===== config.mk =====
export PLATFORM = sky130hd
export DESIGN_NAME = cpu7_csr_rwctl
export DESIGN_NICKNAME = d
export VERILOG_FILES = /design/src/rtl/cpu7_csr_rwctl.sv
export SDC_FILE = /design/constraint.sdc
export NUM_CORES = 1
export LEC_CHECK = 0
export CORE_ASPECT_RATIO = 0.75
export CORE_MARGIN = 2
export CORE_UTILIZATION = 33
export CTS_CLUSTER_DIAMETER = 150
export DETAILED_ROUTE_END_ITERATION = 6
export PLACE_DENSITY = 0.76
export SLEW_MARGIN = 10
export SYNTH_ARGS = -nofsm -noshare
export SYNTH_HDL_FRONTEND = slang
export SYNTH_SLANG_ARGS = --single-unit

===== constraint.sdc =====
create_clock -name clk -period 1.7 [get_ports clk]
set_input_delay 0.17 -clock clk [delete_from_list [all_inputs] [get_ports clk]]
set_output_delay 0.17 -clock clk [all_outputs]
set_load 0.1 [all_outputs]

===== src/rtl/cpu7_csr_rwctl.sv =====
// rtl/cpu7_csr_rwctl.sv - CSR micro-op sequencer: read old value, optional masked write, return old value.
module cpu7_csr_rwctl #(
    parameter int GRLEN   = 32,
    parameter int CSR_BIT = 14
) (
    input  logic               clk,
    input  logic               rst,
    input  logic               req_valid,
    output logic               req_ready,
    input  logic [1:0]         req_op,
    input  logic [CSR_BIT-1:0] req_num,
    input  logic [GRLEN-1:0]   req_wdata,
    input  logic [GRLEN-1:0]   req_mask,
    input  logic [1:0]         req_plv,
    input  logic               flush,
    output logic               rsp_valid,
    input  logic               rsp_ready,
    output logic [GRLEN-1:0]   rsp_rdata,
    output logic               rsp_ipe,
    output logic               rsp_ine,
    output logic [CSR_BIT-1:0] csr_raddr,
    input  logic [GRLEN-1:0]   csr_rdata,
    output logic [CSR_BIT-1:0] csr_waddr,
    output logic [GRLEN-1:0]   csr_wdata,
    output logic [GRLEN-1:0]   csr_mask,
    output logic               csr_wen
);

    typedef enum logic [1:0] {
        S_IDLE  = 2'd0,
        S_READ  = 2'd1,
        S_WRITE = 2'd2,
        S_RESP  = 2'd3
    } state_t;

    localparam logic [1:0] OP_CSRRD = 2'b00;
    localparam logic [1:0] OP_CSRWR = 2'b01;
    localparam logic [1:0] OP_RSVD  = 2'b11;

    state_t             r_state;
    state_t             w_next;
    logic [1:0]         r_op;
    logic [CSR_BIT-1:0] r_num;
    logic [GRLEN-1:0]   r_wdata;
    logic [GRLEN-1:0]   r_mask;
    logic [GRLEN-1:0]   r_rdata;
    logic               r_ipe;
    logic               r_ine;
    logic               r_drop;
    logic               w_accept;
    logic               w_fault;

    assign w_accept = (r_state == S_IDLE) & req_valid & ~flush;
    assign w_fault  = (req_plv != 2'b00) | (req_op == OP_RSVD);

    always_ff @(posedge clk) begin
        if (rst) begin
            r_state <= S_IDLE;
        end else begin
            r_state <= w_next;
        end
    end

    always_comb begin
        w_next = r_state;
        case (r_state)
            S_IDLE: begin
                if (w_accept) begin
                    w_next = w_fault ? S_RESP : S_READ;
                end
            end
            S_READ: begin
                if (flush) begin
                    w_next = S_IDLE;
                end else if (r_op == OP_CSRRD) begin
                    w_next = S_RESP;
                end else begin
                    w_next = S_WRITE;
                end
            end
            S_WRITE: w_next = S_RESP;
            S_RESP: begin
                if (rsp_ready | flush | r_drop) begin
                    w_next = S_IDLE;
                end
            end
            default: w_next = S_IDLE;
        endcase
    end

    // The old value is captured in READ so the response never sees the write.
    always_ff @(posedge clk) begin
        if (rst) begin
            r_op    <= '0;
            r_num   <= '0;
            r_wdata <= '0;
            r_mask  <= '0;
            r_rdata <= '0;
            r_ipe   <= 1'b0;
            r_ine   <= 1'b0;
            r_drop  <= 1'b0;
        end else begin
            if (w_accept) begin
                r_op    <= req_op;
                r_num   <= req_num;
                r_wdata <= req_wdata;
                r_mask  <= req_mask;
                r_rdata <= '0;
                r_ipe   <= (req_plv != 2'b00);
                r_ine   <= (req_plv == 2'b00) & (req_op == OP_RSVD);
                r_drop  <= 1'b0;
            end
            if (r_state == S_READ) begin
                r_rdata <= csr_rdata;
            end
            if ((r_state == S_WRITE) && flush) begin
                r_drop <= 1'b1;
            end
        end
    end

    always_comb begin
        req_ready = 1'b0;
        rsp_valid = 1'b0;
        rsp_rdata = '0;
        rsp_ipe   = 1'b0;
        rsp_ine   = 1'b0;
        csr_raddr = '0;
        csr_waddr = '0;
        csr_wdata = '0;
        csr_mask  = '0;
        csr_wen   = 1'b0;
        if (!rst) begin
            case (r_state)
                S_IDLE: req_ready = 1'b1;
                S_READ: csr_raddr = r_num;
                S_WRITE: begin
                    csr_wen   = 1'b1;
                    csr_waddr = r_num;
                    csr_wdata = r_wdata;
                    csr_mask  = (r_op == OP_CSRWR) ? {GRLEN{1'b1}} : r_mask;
                end
                S_RESP: begin
                    rsp_valid = ~r_drop;
                    rsp_rdata = r_rdata;
                    rsp_ipe   = r_ipe;
                    rsp_ine   = r_ine;
                end
                default: req_ready = 1'b0;
            endcase
        end
    end

endmodule


# --- Word-level counts from Yosys, hierarchy flattened ---
# Index checks and enable logic that the tools add are counted.
totals:
  output_inout_bits: 129
  register_bits: 117
  word_cells: 63
op_classes:
  reduce_logical: 8
  mux: 31
  n_bitwise: 8
  eq_ne: 7
op_table:
  columns: ["operator", "count"]
  rows:
  - ["$mux 32", 9]
  - ["$mux 14", 4]
  - ["$mux 1", 13]
  - ["$mux 2", 4]
  - ["$pmux 2 s4", 1]
  - ["$eq 2x2->1 const B", 3]
  - ["$logic_not 2->1", 3]
  - ["$reduce_bool 2->1", 3]
  - ["$eq 2x1->1 const B", 2]
  - ["$ne 2x2->1 const B", 2]
  - ["$and 1x1->1", 3]
  - ["$or 1x1->1", 3]
  - ["$not 1->1", 2]
  - ["$reduce_and 2->1", 1]
  - ["$logic_and 1x1->1", 1]

# --- Longest topological paths before layout ---
depth:
  word_depth: 5
  depth_mapped: 7
  depth_no_buf: 4

# --- Worst setup path after synthesis ---
# OpenSTA, ideal clock, no wires.
synth_path:
  path_type: "reg2out"
  start: "register r_state[1]"
  end: "output port rsp_rdata[10]"
  stages_incl_launch_ff: 5
  arrival_time_ns: 3.044
  n_path_buf: 2
  path_slack_ns: -1.514
  required_time_ns: 1.530
  cell_sequence: "dfxtp_1 buf_6 nand2_1 clkbuf_1 nor3b_1"
synth_between:
  elab_chain_len: 3
synth_lines:
  columns: ["item", "line_no", "rtl"]
  rows:
  - ["start, declared", "40", "state_t r_state;"]
  - ["start signal, assigned", "60", "r_state <= w_next;"]
  - ["$eq 2x2->1", "134", "case (r_state)"]
  - ["$mux 32", "134", null]
  - ["$mux 32", "133", "if (!rst) begin"]
  - ["end, declared", "18", "output logic [GRLEN-1:0] rsp_rdata,"]
# No other way between the ends.

# --- Worst setup path in the final report ---
layout_path:
  start: "register r_state[0]"
  end: "output port csr_wdata[26]"
layout_between:
  elab_chain_len: 3
layout_lines:
  columns: ["item", "line_no", "rtl"]
  rows:
  - ["$eq 2x2->1", "134", null]
  - ["$mux 32", "134", null]
  - ["$mux 32", "133", null]
  - ["end, declared", "24", "output logic [GRLEN-1:0] csr_wdata,"]
# No other way between the ends.

==> reports/summary.txt <==
pwr/cell area: 746 nW/um^2
Setup crit end kind: primary output
DR DRC count: 0
Final Hold Fails: 0
CTS max path bufs: 2
met2 usage: 37.8%
core area: 15100 sq um
most frequent cell after synthesis: nand2_1
placed cell areas: 9630 sq um
layout cells sized above 1: 39.3%
Synth area leader: dfxtp_1
area grow syn2layout: 109%
GR Util met3: 8.35%
Setup Viol. Count Final: 126
setup slack after layout: -0.194 ns
WP data required: 1.53 ns
fin. max-slew vios: 0
Max-slew headroom: 28.5%
clk slew on worst S/H paths: 0.06 ns
Maximum Capacitance Violations: 0
NumNets Final: 966
Avg Cell Area, Syn: 8.40 sq um
Placer Congestion: 0.753
top post-synthesis cells by area: dfxtp_1 (46%), nand2_1 (12%), a21oi_1 (8.2%)
vias in the first global route: 5351
Die Height: 111 um
CTS Hold Bufs: 0
reg2reg setup slack: 0.19 ns
Die W: 147 um
final worst clock skew: 0.0102 ns
clock tree sinks: 117
DRT antenna net count: 0
grt met1 use: 28.2%
Reg area: 2350 sq um
VDD IR max: 709 uV
IO Pins: 248
Via density: 4.99
RSZ-0062 raised after global routing: yes
Fmax: 0.528 GHz
Hold WC Path Type: in2reg
TritonCTS clock tree: built
clk root buf: clkbuf_16
Max FO, Critical Path: 18
GRT Overall Usage: 22.9%
Worst-Margin Slew: 1.07 ns
die area: 16400 sq um
Synth Net Count: 722
via count: 5322
DP Wirelength: 12300 um
final instance area: 10600 sq um
1st-iter DRT viols: 264
FP Rows: 39
Leak Pwr: 4.15 nW
Post-synth EDFFs: 0
first-pass GRT wire length: 29700 um
Pre-Repair DR Iteration Count: 4
number of synthesized register bits: 117
Buffers on Ports: 247
Top Usage Layer GRT: met2
pre-CTS setup slack: -0.0255 ns
Post-synth ARST share: 0%
Clk Latency, worst-skew pair: 0.40 ns
Tmin final: 1.89 ns
CTS buffer count: 17
routed wire length per instance: 17.4 um
area of the multi-input gates: 3040 sq um
CP startpoint kind: flip-flop
fillcell total: 1086
total power: 7.90 mW
Crit path arrival time: 1.72 ns
Synth Flop Type: dfxtp_1
failing checks: setup timing
status: finished, violations left
sequential area share after synthesis: 46.2%
fin crit share: 111%
Mapped Area: 5070 sq um
final WL: 18500 um
Mapped Cells: 603
Synth warnings: 0
Remaining Overflow, GRT: 0
WS Path Type: reg2out
Post-synth top cells: nand2_1 (163), dfxtp_1 (117), a21oi_1 (83), and2_1 (60), nor3b_1 (34)
initial antenna violation count: 1
Initial Util: 33.5%
pin count of the biggest net entering global routing: 55
CTS H-tree lvls: 4
top cell type's share of synthesized area: 46.2%
distinct cell type count after synthesis: 30
==> kinds of logic after synthesis <==
group                  count (synthesis)  synth area share [%]
DFF                                  117                  46.2
and+or+nand+nor                      275                  27.1
buffers and inverters                 59                  6.69
AOI/OAI and AO/OA                    152                  20.0
==> sequential cells by signal (all words and copies together) (netlist names) <==
name / cells
r_wdata: 32
r_ine: 1
r_rdata: 32
r_state: 2
r_ipe: 1
r_drop: 1
r_mask: 32
r_op: 2
r_num: 14
==> metal layers <==
layer  up-vias  routed length [um]
met4         0                 306
li1       2541                   -
met2       215                9080
met3        20                1570
met5         -                   0
met1      2546                7550
==> final timing paths <==
| check | start | end | cells after the start |
|---|---|---|---|
| max | r_state[0] | csr_wdata[26] | 6 |
| max reg2reg | r_state[1] | r_num[4] | 6 |
| min | rst | r_num[3] | 2 |
| min reg2reg | r_wdata[3] | r_wdata[3] | 2 |
==> metrics by stage <==
| step | TNS (ns) | utilization, % | hold WS, ns | std cells |
|---|---|---|---|---|
| after floorplan | -8.55 | - | 0.296 | 603 |
| after global placement | 0 | 63.7 | 0.437 | 1018 |
| after detailed placement | -0.0422 | 63.7 | 0.443 | 1018 |
| after CTS | -17.29 | 69.4 | 0.0757 | 1062 |
| after global routing | -23.78 | 70.0 | 0.0799 | 1066 |
| final | -15.18 | 70.0 | 0.0975 | 1066 |
==> placed cells by master (no fill, tap or decap), drive strengths merged <==
master | synthesis | final
a32o | 33 | 33
clkinvlp | 0 | 5
nor3b | 35 | 35
nand2 | 164 | 164
nand4 | 1 | 1
o31ai | 1 | 1
a21oi | 83 | 83
bufinv | 0 | 2
nor3 | 2 | 2
nand2b | 1 | 1
clkbuf | 22 | 19
bufbuf | 0 | 3
clkinv | 0 | 4
a211oi | 1 | 1
and2 | 61 | 61
buf | 36 | 162
diode | 0 | 1
o21bai | 1 | 1
nor2b | 2 | 2
inv | 1 | 4
nand3 | 1 | 1
nor2 | 7 | 7
o21a | 32 | 32
nor4 | 1 | 1
dfxtp | 117 | 117
o21ai | 1 | 1
clkdlybuf4s50 | 0 | 117
==> timing repair <==
item | CTS | global route
endpoints found under the setup margin | 128 | 128
buffers inserted | 6 | 3
cloned | 6 | 1
pin swaps | 16 | 15
gates resized for setup | 20 | 31
==> report_power, final <==
part           internal (mW)  switching (mW)
sequential              2.90          0.0993
combinational          0.653           0.695
clock                   2.21            1.35
==> layout make-up <==
class / count / share of cell area [%]
Timing Repair Buffer: 283 / 41.1
Multi-Input combinational cell: 427 / 28.7
Sequential cell: 117 / 22.2
Clock buffer: 18 / 4.15
Tap cell: 205 / 2.42
Clock inverter: 14 / 1.43
Inverter: 1 / 0.0354
Antenna cell: 1 / 0.0236
==> critical path, cell delays in order, from the launching register on <==
cell and delay [ns]:
dfxtp_4 0.36, nand2b_4 0.15, nor2_4 0.15, buf_12 0.14, buf_12 0.14, and2_2 0.18, buf_12 0.17
Note: power is estimated with default switching activity, not from simulation.
